## config.mk

```make
export PLATFORM = sky130hd
export DESIGN_NAME = simon_controller_flat
export DESIGN_NICKNAME = d
export VERILOG_FILES = /design/src/rtl/simon_pkg.sv /design/src/rtl/simon_controller_if.sv /design/src/rtl/simon_controller.sv /design/src/flat_wrapper.sv
export SDC_FILE = /design/constraint.sdc
export NUM_CORES = 1
export LEC_CHECK = 0
export ABC_AREA = 1
export ABC_CLOCK_PERIOD_IN_PS = 1750
export CORE_UTILIZATION = 41
export DETAILED_ROUTE_END_ITERATION = 6
export PLACE_DENSITY = 0.81
export SLEW_MARGIN = 40
export SYNTH_ARGS = -nofsm -noshare
export SYNTH_HDL_FRONTEND = slang
export SYNTH_SLANG_ARGS = --single-unit
```

## constraint.sdc

```tcl
create_clock -name clk -period 1.75 [get_ports clk]
set_clock_uncertainty 0.15 [all_clocks]
set_input_delay 0.175 -clock clk [delete_from_list [all_inputs] [get_ports clk]]
set_output_delay 0.175 -clock clk [all_outputs]
set_load 0.01 [all_outputs]
```

## src/rtl/simon_pkg.sv

```systemverilog
// Shared definitions for the Simon game controller and datapath: state codes,
// mode LED patterns and the strobe bundle the controller drives.
package simon_pkg;

  typedef enum logic [1:0] {
    S_INPUT    = 2'b00,
    S_PLAYBACK = 2'b01,
    S_DONE     = 2'b10,
    S_REPEAT   = 2'b11
  } state_e;

  localparam logic [2:0] LED_MODE_INPUT    = 3'b001;
  localparam logic [2:0] LED_MODE_PLAYBACK = 3'b010;
  localparam logic [2:0] LED_MODE_REPEAT   = 3'b100;
  localparam logic [2:0] LED_MODE_DONE     = 3'b111;

  typedef struct packed {
    logic scld;
    logic srld;
    logic rcld;
    logic rcclr;
    logic led_sel;
  } strobes_t;

  function automatic logic [2:0] mode_leds_of(input state_e s);
    logic [2:0] leds;
    case (s)
      S_INPUT:    leds = LED_MODE_INPUT;
      S_PLAYBACK: leds = LED_MODE_PLAYBACK;
      S_REPEAT:   leds = LED_MODE_REPEAT;
      S_DONE:     leds = LED_MODE_DONE;
      default:    leds = LED_MODE_INPUT;
    endcase
    return leds;
  endfunction

endpackage

```

## src/rtl/simon_controller_if.sv

```systemverilog
// Controller <-> datapath signal bundle. All signals are level strobes sampled
// on the shared posedge; there is no valid/ready handshake on this link.
interface simon_controller_if #(
  parameter int SCORE_W = 7
);
  logic               is_legal;
  logic               correct_pattern;
  logic               is_last_element;
  logic               dp_reset;
  logic               scld;
  logic               srld;
  logic               rcld;
  logic               rcclr;
  logic               led_sel;
  logic [2:0]         mode_leds;
  logic [SCORE_W-1:0] score;
  logic               win;

  modport master (
    input  is_legal, correct_pattern, is_last_element,
    output dp_reset, scld, srld, rcld, rcclr, led_sel, mode_leds, score, win
  );

  modport slave (
    output is_legal, correct_pattern, is_last_element,
    input  dp_reset, scld, srld, rcld, rcclr, led_sel, mode_leds, score, win
  );
endinterface

```

## src/rtl/simon_controller.sv

```systemverilog
// Sequences the Simon datapath through INPUT -> PLAYBACK -> REPEAT -> ... -> DONE
// and keeps a saturating round score plus the win flag.
module simon_controller
  import simon_pkg::*;
#(
  parameter int MAX_LEN = 64,
  parameter int SCORE_W = 7
) (
  input  logic                clk,
  input  logic                reset,
  simon_controller_if.master  bus,
  output state_e              state_o
);

  localparam logic [SCORE_W-1:0] SCORE_MAX = SCORE_W'(MAX_LEN);

  state_e             state_q, state_d;
  logic [SCORE_W-1:0] score_q, score_d;
  logic               win_q, win_d;
  logic [SCORE_W-1:0] score_inc;
  strobes_t           st;

  assign score_inc = (score_q == SCORE_MAX) ? score_q : score_q + 1'b1;

  always_comb begin
    state_d = state_q;
    score_d = score_q;
    win_d   = win_q;
    st      = '0;
    case (state_q)
      S_INPUT: begin
        st.led_sel = 1'b1;
        if (bus.is_legal) begin
          st.srld  = 1'b1;
          st.scld  = 1'b1;
          st.rcclr = 1'b1;
          state_d  = S_PLAYBACK;
        end
      end
      S_PLAYBACK: begin
        if (bus.is_last_element) begin
          st.rcclr = 1'b1;
          state_d  = S_REPEAT;
        end else begin
          st.rcld = 1'b1;
        end
      end
      S_REPEAT: begin
        st.led_sel = 1'b1;
        // A wrong entry ends the game even on the last element.
        if (!bus.correct_pattern) begin
          st.rcclr = 1'b1;
          win_d    = 1'b0;
          state_d  = S_DONE;
        end else if (bus.is_last_element) begin
          score_d = score_inc;
          if (score_inc == SCORE_MAX) begin
            st.rcclr = 1'b1;
            win_d    = 1'b1;
            state_d  = S_DONE;
          end else begin
            state_d = S_INPUT;
          end
        end else begin
          st.rcld = 1'b1;
        end
      end
      S_DONE: begin
        if (bus.is_last_element) st.rcclr = 1'b1;
        else                     st.rcld  = 1'b1;
      end
      default: state_d = S_INPUT;
    endcase
    // Reset overrides every strobe so nothing reaches the datapath that edge.
    if (!reset) begin
      st         = '0;
      st.led_sel = 1'b1;
    end
  end

  always_ff @(posedge clk) begin
    if (!reset) begin
      state_q <= S_INPUT;
      score_q <= '0;
      win_q   <= 1'b0;
    end else begin
      state_q <= state_d;
      score_q <= score_d;
      win_q   <= win_d;
    end
  end

  assign bus.dp_reset  = ~reset;
  assign bus.scld      = st.scld;
  assign bus.srld      = st.srld;
  assign bus.rcld      = st.rcld;
  assign bus.rcclr     = st.rcclr;
  assign bus.led_sel   = st.led_sel;
  assign bus.mode_leds = reset ? mode_leds_of(state_q) : LED_MODE_INPUT;
  assign bus.score     = score_q;
  assign bus.win       = win_q;
  assign state_o       = state_q;

endmodule

```

## src/flat_wrapper.sv

```systemverilog
// flat-port wrapper written by rule: the top's interface ports become plain ports
module simon_controller_flat import simon_pkg::*;
#(
  parameter int MAX_LEN = 64,
  parameter int SCORE_W = 7
)
  (clk, reset, state_o, bus_is_legal, bus_correct_pattern, bus_is_last_element, bus_dp_reset, bus_scld, bus_srld, bus_rcld, bus_rcclr, bus_led_sel, bus_mode_leds, bus_score, bus_win);
  simon_controller_if #(.SCORE_W(SCORE_W)) bus_i ();
  input  logic clk;
  input  logic reset;
  output state_e state_o;
  input wire logic [$bits(bus_i.is_legal)-1:0] bus_is_legal;
  input wire logic [$bits(bus_i.correct_pattern)-1:0] bus_correct_pattern;
  input wire logic [$bits(bus_i.is_last_element)-1:0] bus_is_last_element;
  output wire logic [$bits(bus_i.dp_reset)-1:0] bus_dp_reset;
  output wire logic [$bits(bus_i.scld)-1:0] bus_scld;
  output wire logic [$bits(bus_i.srld)-1:0] bus_srld;
  output wire logic [$bits(bus_i.rcld)-1:0] bus_rcld;
  output wire logic [$bits(bus_i.rcclr)-1:0] bus_rcclr;
  output wire logic [$bits(bus_i.led_sel)-1:0] bus_led_sel;
  output wire logic [$bits(bus_i.mode_leds)-1:0] bus_mode_leds;
  output wire logic [$bits(bus_i.score)-1:0] bus_score;
  output wire logic [$bits(bus_i.win)-1:0] bus_win;
  assign bus_i.is_legal = bus_is_legal;
  assign bus_i.correct_pattern = bus_correct_pattern;
  assign bus_i.is_last_element = bus_is_last_element;
  assign bus_dp_reset = bus_i.dp_reset;
  assign bus_scld = bus_i.scld;
  assign bus_srld = bus_i.srld;
  assign bus_rcld = bus_i.rcld;
  assign bus_rcclr = bus_i.rcclr;
  assign bus_led_sel = bus_i.led_sel;
  assign bus_mode_leds = bus_i.mode_leds;
  assign bus_score = bus_i.score;
  assign bus_win = bus_i.win;
  simon_controller #(.MAX_LEN(MAX_LEN), .SCORE_W(SCORE_W)) u_core (.clk(clk), .reset(reset), .bus(bus_i), .state_o(state_o));
endmodule
```

# After elaboration in Yosys (flattened, before gate mapping)
# Cells that the tools add are included.
# word_totals
memories	0
mem_bits_rw	0
mem_bits_ro	0
ff_bits	10
out_inout_bits	19
latchBits	0
# classes
n_reduce_logical	7
mul	0
bitwise_logic	1
addsub	1
muxes	25
n_eq_ne	10
magnitude_cmp	0
n_shift	0
div_mod_pow	0
# ops
operator	count
7-bit equality test (second input constant)	2
2-bit 2-to-1 mux	7
3-bit case mux with 4 select lines	1
1-bit 2-to-1 mux	11
7-bit by 1-bit adder with 7-bit output (second input constant)	1
7-bit 2-to-1 mux	1
2-bit case mux with 3 select lines	1
3-bit AND reduction	2
5-bit 2-to-1 mux	1
2-bit equality test (second input constant)	2
2-bit by 1-bit inequality test with 1-bit output (second input constant)	2
2-bit inequality test (second input constant)	2
4-bit AND reduction	1
2-bit OR reduction	2
3-bit 2-to-1 mux	1
3-bit inequality test (second input constant)	1
1-bit case mux with 3 select lines	1
3-bit nonzero test	1
2-bit by 1-bit equality test with 1-bit output (second input constant)	1
2-bit zero test	1
1-bit case mux with 2 select lines	1
1-bit inverter	1

# Logic depth before layout (Yosys ltp)
# depth
word_depth	8
ltp_mapped	14

# Worst setup path before layout
# OpenSTA, ideal clock, no wires.
# synth_timing
path_kind	reg-to-output
startpoint	register u_core.score_q[0] (netlist: u_core.bus.score[0])
endpoint	output bus_rcclr
path_stages_with_launch	14
setup_slack_ns	-0.114
n_path_buf	0
arrival_time_ns	1.539
path_cell_list	dfxtp_1 inv_1 ha_1 nand2_1 inv_1 nand3_1 nand2_1 nand2_1 nand2_1 nor2_2 nand2_1 nand2_2 nand3_2 a21oi_2
# synth_between
elab_chain_cells	8
word_cells_on_any_way	9
# synth_lines
item	line_no	source
start: declaration	simon_controller.sv:18	logic [SCORE_W-1:0] score_q, score_d;
start signal: assignment	simon_controller.sv:88	score_q <= score_d;
7-bit by 1-bit adder with 7-bit output / 7-bit equality test (equally long branches)	simon_controller.sv:23	assign score_inc = (score_q == SCORE_MAX) ? score_q : score_q + 1'b1;
7-bit 2-to-1 mux (*)	simon_controller.sv:23	
7-bit equality test (*)	simon_controller.sv:57	if (score_inc == SCORE_MAX) begin
1-bit 2-to-1 mux (*)	simon_controller.sv:57	
1-bit 2-to-1 mux (*)	simon_controller.sv:55	end else if (bus.is_last_element) begin
1-bit 2-to-1 mux (*)	simon_controller.sv:51	if (!bus.correct_pattern) begin
1-bit case mux with 3 select lines (*)	simon_controller.sv:30	case (state_q)
5-bit 2-to-1 mux (*)	simon_controller.sv:75	if (!reset) begin
end: declaration	flat_wrapper.sv:19	output wire logic [$bits(bus_i.rcclr)-1:0] bus_rcclr;
# Mark *: on every way between the ends. The rest lies on a longest branch, timed or not.

# Final worst setup path
# layout_timing
startpoint	register u_core.score_q[1] (netlist: u_core.bus.score[1])
endpoint	output bus_rcclr
# Same word-level chain as after synthesis.

==> results.md <==
* Result of the run: finished, violations left
* Failing checks: negative setup slack
* Width of the chip at 46.2 um
* Worst min-delay path category: flip-flop to flip-flop
* Worst stage delay on the critical path at 370 ps
* Average cell area after synthesis at 6.74 sq um
* Crit path capture type: output pin
* Count of antenna diodes in the layout at 0
* Overflow after GRT at 0
* VDD IR-drop max at between 600 and 700 uV
* Primary FF master, synth: sky130_fd_sc_hd__dfxtp_1
* Later-pin clock latency in the skew report at roughly 290 ps
* Remaining routing DRC violations at 0
* Shortest clock period the worst path allows after layout at roughly 2200 ps
* Area contributors post-synth: sky130_fd_sc_hd__dfxtp_1 (25%), sky130_fd_sc_hd__ha_1 (14%), sky130_fd_sc_hd__nand2_1 (12%)
* Count of buffering cells on the critical path with inverters included at 3
* Final slew viol count at 0
* Standard-cell row count at 15
* Delay-heaviest family, CP: simple AND/OR/NAND/NOR gates
* DP Wirelength at about 1.8 mm
* Element type at the critical path start: flip-flop
* Synthesized cell area at between 800 and 900 sq um
* TritonCTS Buffers at 3
* Input/output buffers at 23
* Final worst hold slack at between 300 and 400 ps
* Worst Slack Setup Final at -482 ps
* Number of nets in the synthesized netlist at ~130
* Cell total after placement at 190
* Detail Route Antenna Nets at 0
* GR Layer Usage met3 at under 10%
* Initial antenna violation count at 0
* Drt via density at 5.12
* List of cells traversed by the critical path: buf_4, buf_4, nand3_4, xor2_2, nand2_1, nor2_2, nand2_1, nand2_2, nand3_2, a21oi_2, buf_2
* Data required, critical path at between 1000 and 1500 ps
* Num ports at 24
* #FFs+latches synth at 10
* Number of DRC markers after the initial detailed-route iteration at 15
* Maximum number of pins on one net before global-route repair at 16
* Reported leakage power at 0.736 nW
* Level count of the clock H-tree at 1
* Proportion of netlist area held by the largest area contributor at 25.0%
* Core Area at between 1500 and 2000 sq um
* Final period utilization at 128%
* Count of distinct cell types in the synthesized netlist at 24
* Cell taking the most area after synthesis: sky130_fd_sc_hd__dfxtp_1
* Tot Pwr at 1.39 mW
* Y dimension of the die at about 46 um
* DR pass1 iterations at 5
* Global-route met1 utilization at roughly 28%
* Buffer levels on the longest clock path at 2
* Unrepaired setup endpoints after global routing: yes
* Max-capacitance violation count at 0
* Ratio of cells with drive above 1 in the final layout at 49.7%
* Worst Tran Pin Value at 266 ps
* Arrival time of the worst setup path at 1910 ps
* Placer's final routability congestion estimate at ~0.84
* Post-synth EDFFs at 0
* Sequential-to-total area share from yosys stat at 25.0%
* Rel. slew slack at 82.2%
* Power density normalized to cell area at 937 nW/um^2
* Final core utilization at 83.2%
* Initial cell density of the core at between 40% and 50%
* Hold violation count in the final report at 0
* Root buf cell: sky130_fd_sc_hd__clkbuf_4
* Most used standard cell by instance count after synthesis: sky130_fd_sc_hd__nand2_1
* Top achievable clock speed at around 450 MHz
* Final non-filler cell total at 206
* Total Routing Usage GR at 25.9%
* Total wire length after detailed routing at 3.02 mm
* Clock net sink count at 10
* Number of global-route vias before repair at 957
* Area growth from synthesis to layout at 84.9%
* Count of mapped cells out of synthesis at 119
* Top post-synthesis cells by count: sky130_fd_sc_hd__nand2_1 (25), sky130_fd_sc_hd__inv_1 (20), sky130_fd_sc_hd__dfxtp_1 (10)
* Share of flip-flops with an asynchronous set or reset after synthesis at 0%
* Met2 global-route usage at 45.6%
* Final setup fails at 4
* Category of the critical setup timing path: flip-flop to output pin
* Cell type of the slowest stage on the worst timing path: sky130_fd_sc_hd__dfxtp_4
* Area of the die at 2140 sq um
* Nets at between 150 and 200
* Global-route wire length before repair at 3.86 mm
* TritonCTS clock tree: done
* Dpl ws at -551 ps
* Total number of vias at 1054
* Clock slew at reported path FFs at 80 ps
* Grt peak-use layer: met2
* Count of synthesis-stage warnings from yosys at 0
* Highest fanout seen on the critical path at 3
* Post-detailed-route wirelength per cell at 14.7 um
==> cells in the final DEF (no fill, tap or decap), types with 2 or more instances in the layout <==
cell / count
sky130_fd_sc_hd__buf_2: 3
sky130_fd_sc_hd__nor2_2: 7
sky130_fd_sc_hd__clkdlybuf4s50_1: 12
sky130_fd_sc_hd__o21ai_0: 3
sky130_fd_sc_hd__dlygate4sd2_1: 4
sky130_fd_sc_hd__o211ai_1: 6
sky130_fd_sc_hd__buf_4: 36
sky130_fd_sc_hd__dfxtp_4: 3
sky130_fd_sc_hd__inv_2: 6
sky130_fd_sc_hd__nand4_1: 2
sky130_fd_sc_hd__nand3_1: 3
sky130_fd_sc_hd__nand2_1: 19
sky130_fd_sc_hd__a21oi_1: 5
sky130_fd_sc_hd__a21oi_2: 2
sky130_fd_sc_hd__nand2_2: 7
sky130_fd_sc_hd__buf_6: 2
sky130_fd_sc_hd__dfxtp_1: 4
sky130_fd_sc_hd__ha_1: 5
sky130_fd_sc_hd__dfxtp_2: 3
sky130_fd_sc_hd__ha_4: 4
sky130_fd_sc_hd__inv_1: 15
sky130_fd_sc_hd__clkbuf_4: 3
sky130_fd_sc_hd__nand3_4: 2
sky130_fd_sc_hd__nor2_1: 8
sky130_fd_sc_hd__nor3_2: 2
sky130_fd_sc_hd__nand3_2: 3
==> state kept, by name (all words and copies together), names as in the netlist <==
| signal | cells |
|---|---|
| u_core.bus.win | 1 |
| u_core.state_o | 2 |
| u_core.bus.score | 7 |
==> path summary, 6_finish.rpt <==
path / start / endpoint / slack [ps] / cells past startpoint
max: u_core.bus.score[1] / bus_rcclr / -480 / 11
min: u_core.bus.win / u_core.bus.win / 320 / 2
max reg2reg: u_core.bus.score[1] / u_core.bus.win / -200 / 13
min reg2reg: u_core.bus.win / u_core.bus.win / 320 / 2
==> worst register-to-register path: cells and delay by family, from the launching register on <==
family	cells	cell delay [ps]
AND/OR/NAND/NOR	7	560
buffers and inverters	4	510
flip-flops	1	370
XOR/XNOR	1	180
AO/OA/AOI/OAI	1	50
==> kinds of logic after synthesis <==
family | after synthesis | share of synthesized area (%)
AO/OA/AOI/OAI | 20 | 15.4
AND/OR/NAND/NOR | 55 | 32.6
XOR/XNOR | 1 | 1.09
adder cells (fa/ha/maj) | 9 | 14.0
flip-flops | 10 | 25.0
buffers and inverters | 24 | 11.9
==> where the power goes <==
part | total, mW | leakage [nW] | switching [mW] | internal [mW]
clock | 0.184 | 0.0150 | 0.0954 | 0.0888
combinational | 0.894 | 0.636 | 0.429 | 0.465
sequential | 0.312 | 0.0846 | 0.0441 | 0.268
==> final cells by class <==
| cell class | instances | area (sq um) |
|---|---|---|
| Multi-Input combinational cell | 85 | 629 |
| Timing Repair Buffer | 61 | 502 |
| Fill cell | 111 | 300 |
| Sequential cell | 10 | 215 |
| Inverter | 21 | 78.8 |
| Tap cell | 25 | 31.3 |
| Clock buffer | 4 | 26.3 |
==> per-layer routing <==
layer  routed length, um  share of wire, %
met1                1210                40
met2                1560                52
met3                 129               4.3
met4                 115               3.8
met5                   0                 0
==> metrics by stage <==
| step | TNS, ps | area [sq um] |
|---|---|---|
| floorplan | 0 | 812 |
| global placement | -1150 | 1250 |
| detailed placement | -1680 | 1250 |
| CTS | -563 | 1350 |
| global route | -1370 | 1480 |
| finish | -888 | 1480 |
==> timing repair <==
| action | CTS | global route |
|---|---|---|
| setup buffers | 5 | 6 |
| setup endpoints to repair | 12 | 13 |
| hold buffers | 0 | 0 |
| resized for setup | 34 | 25 |
| cloned | 0 | 1 |
| pin swaps | 6 | 12 |
| hold endpoints to repair | 0 | 0 |
Note: power is estimated with default switching activity, not from simulation.
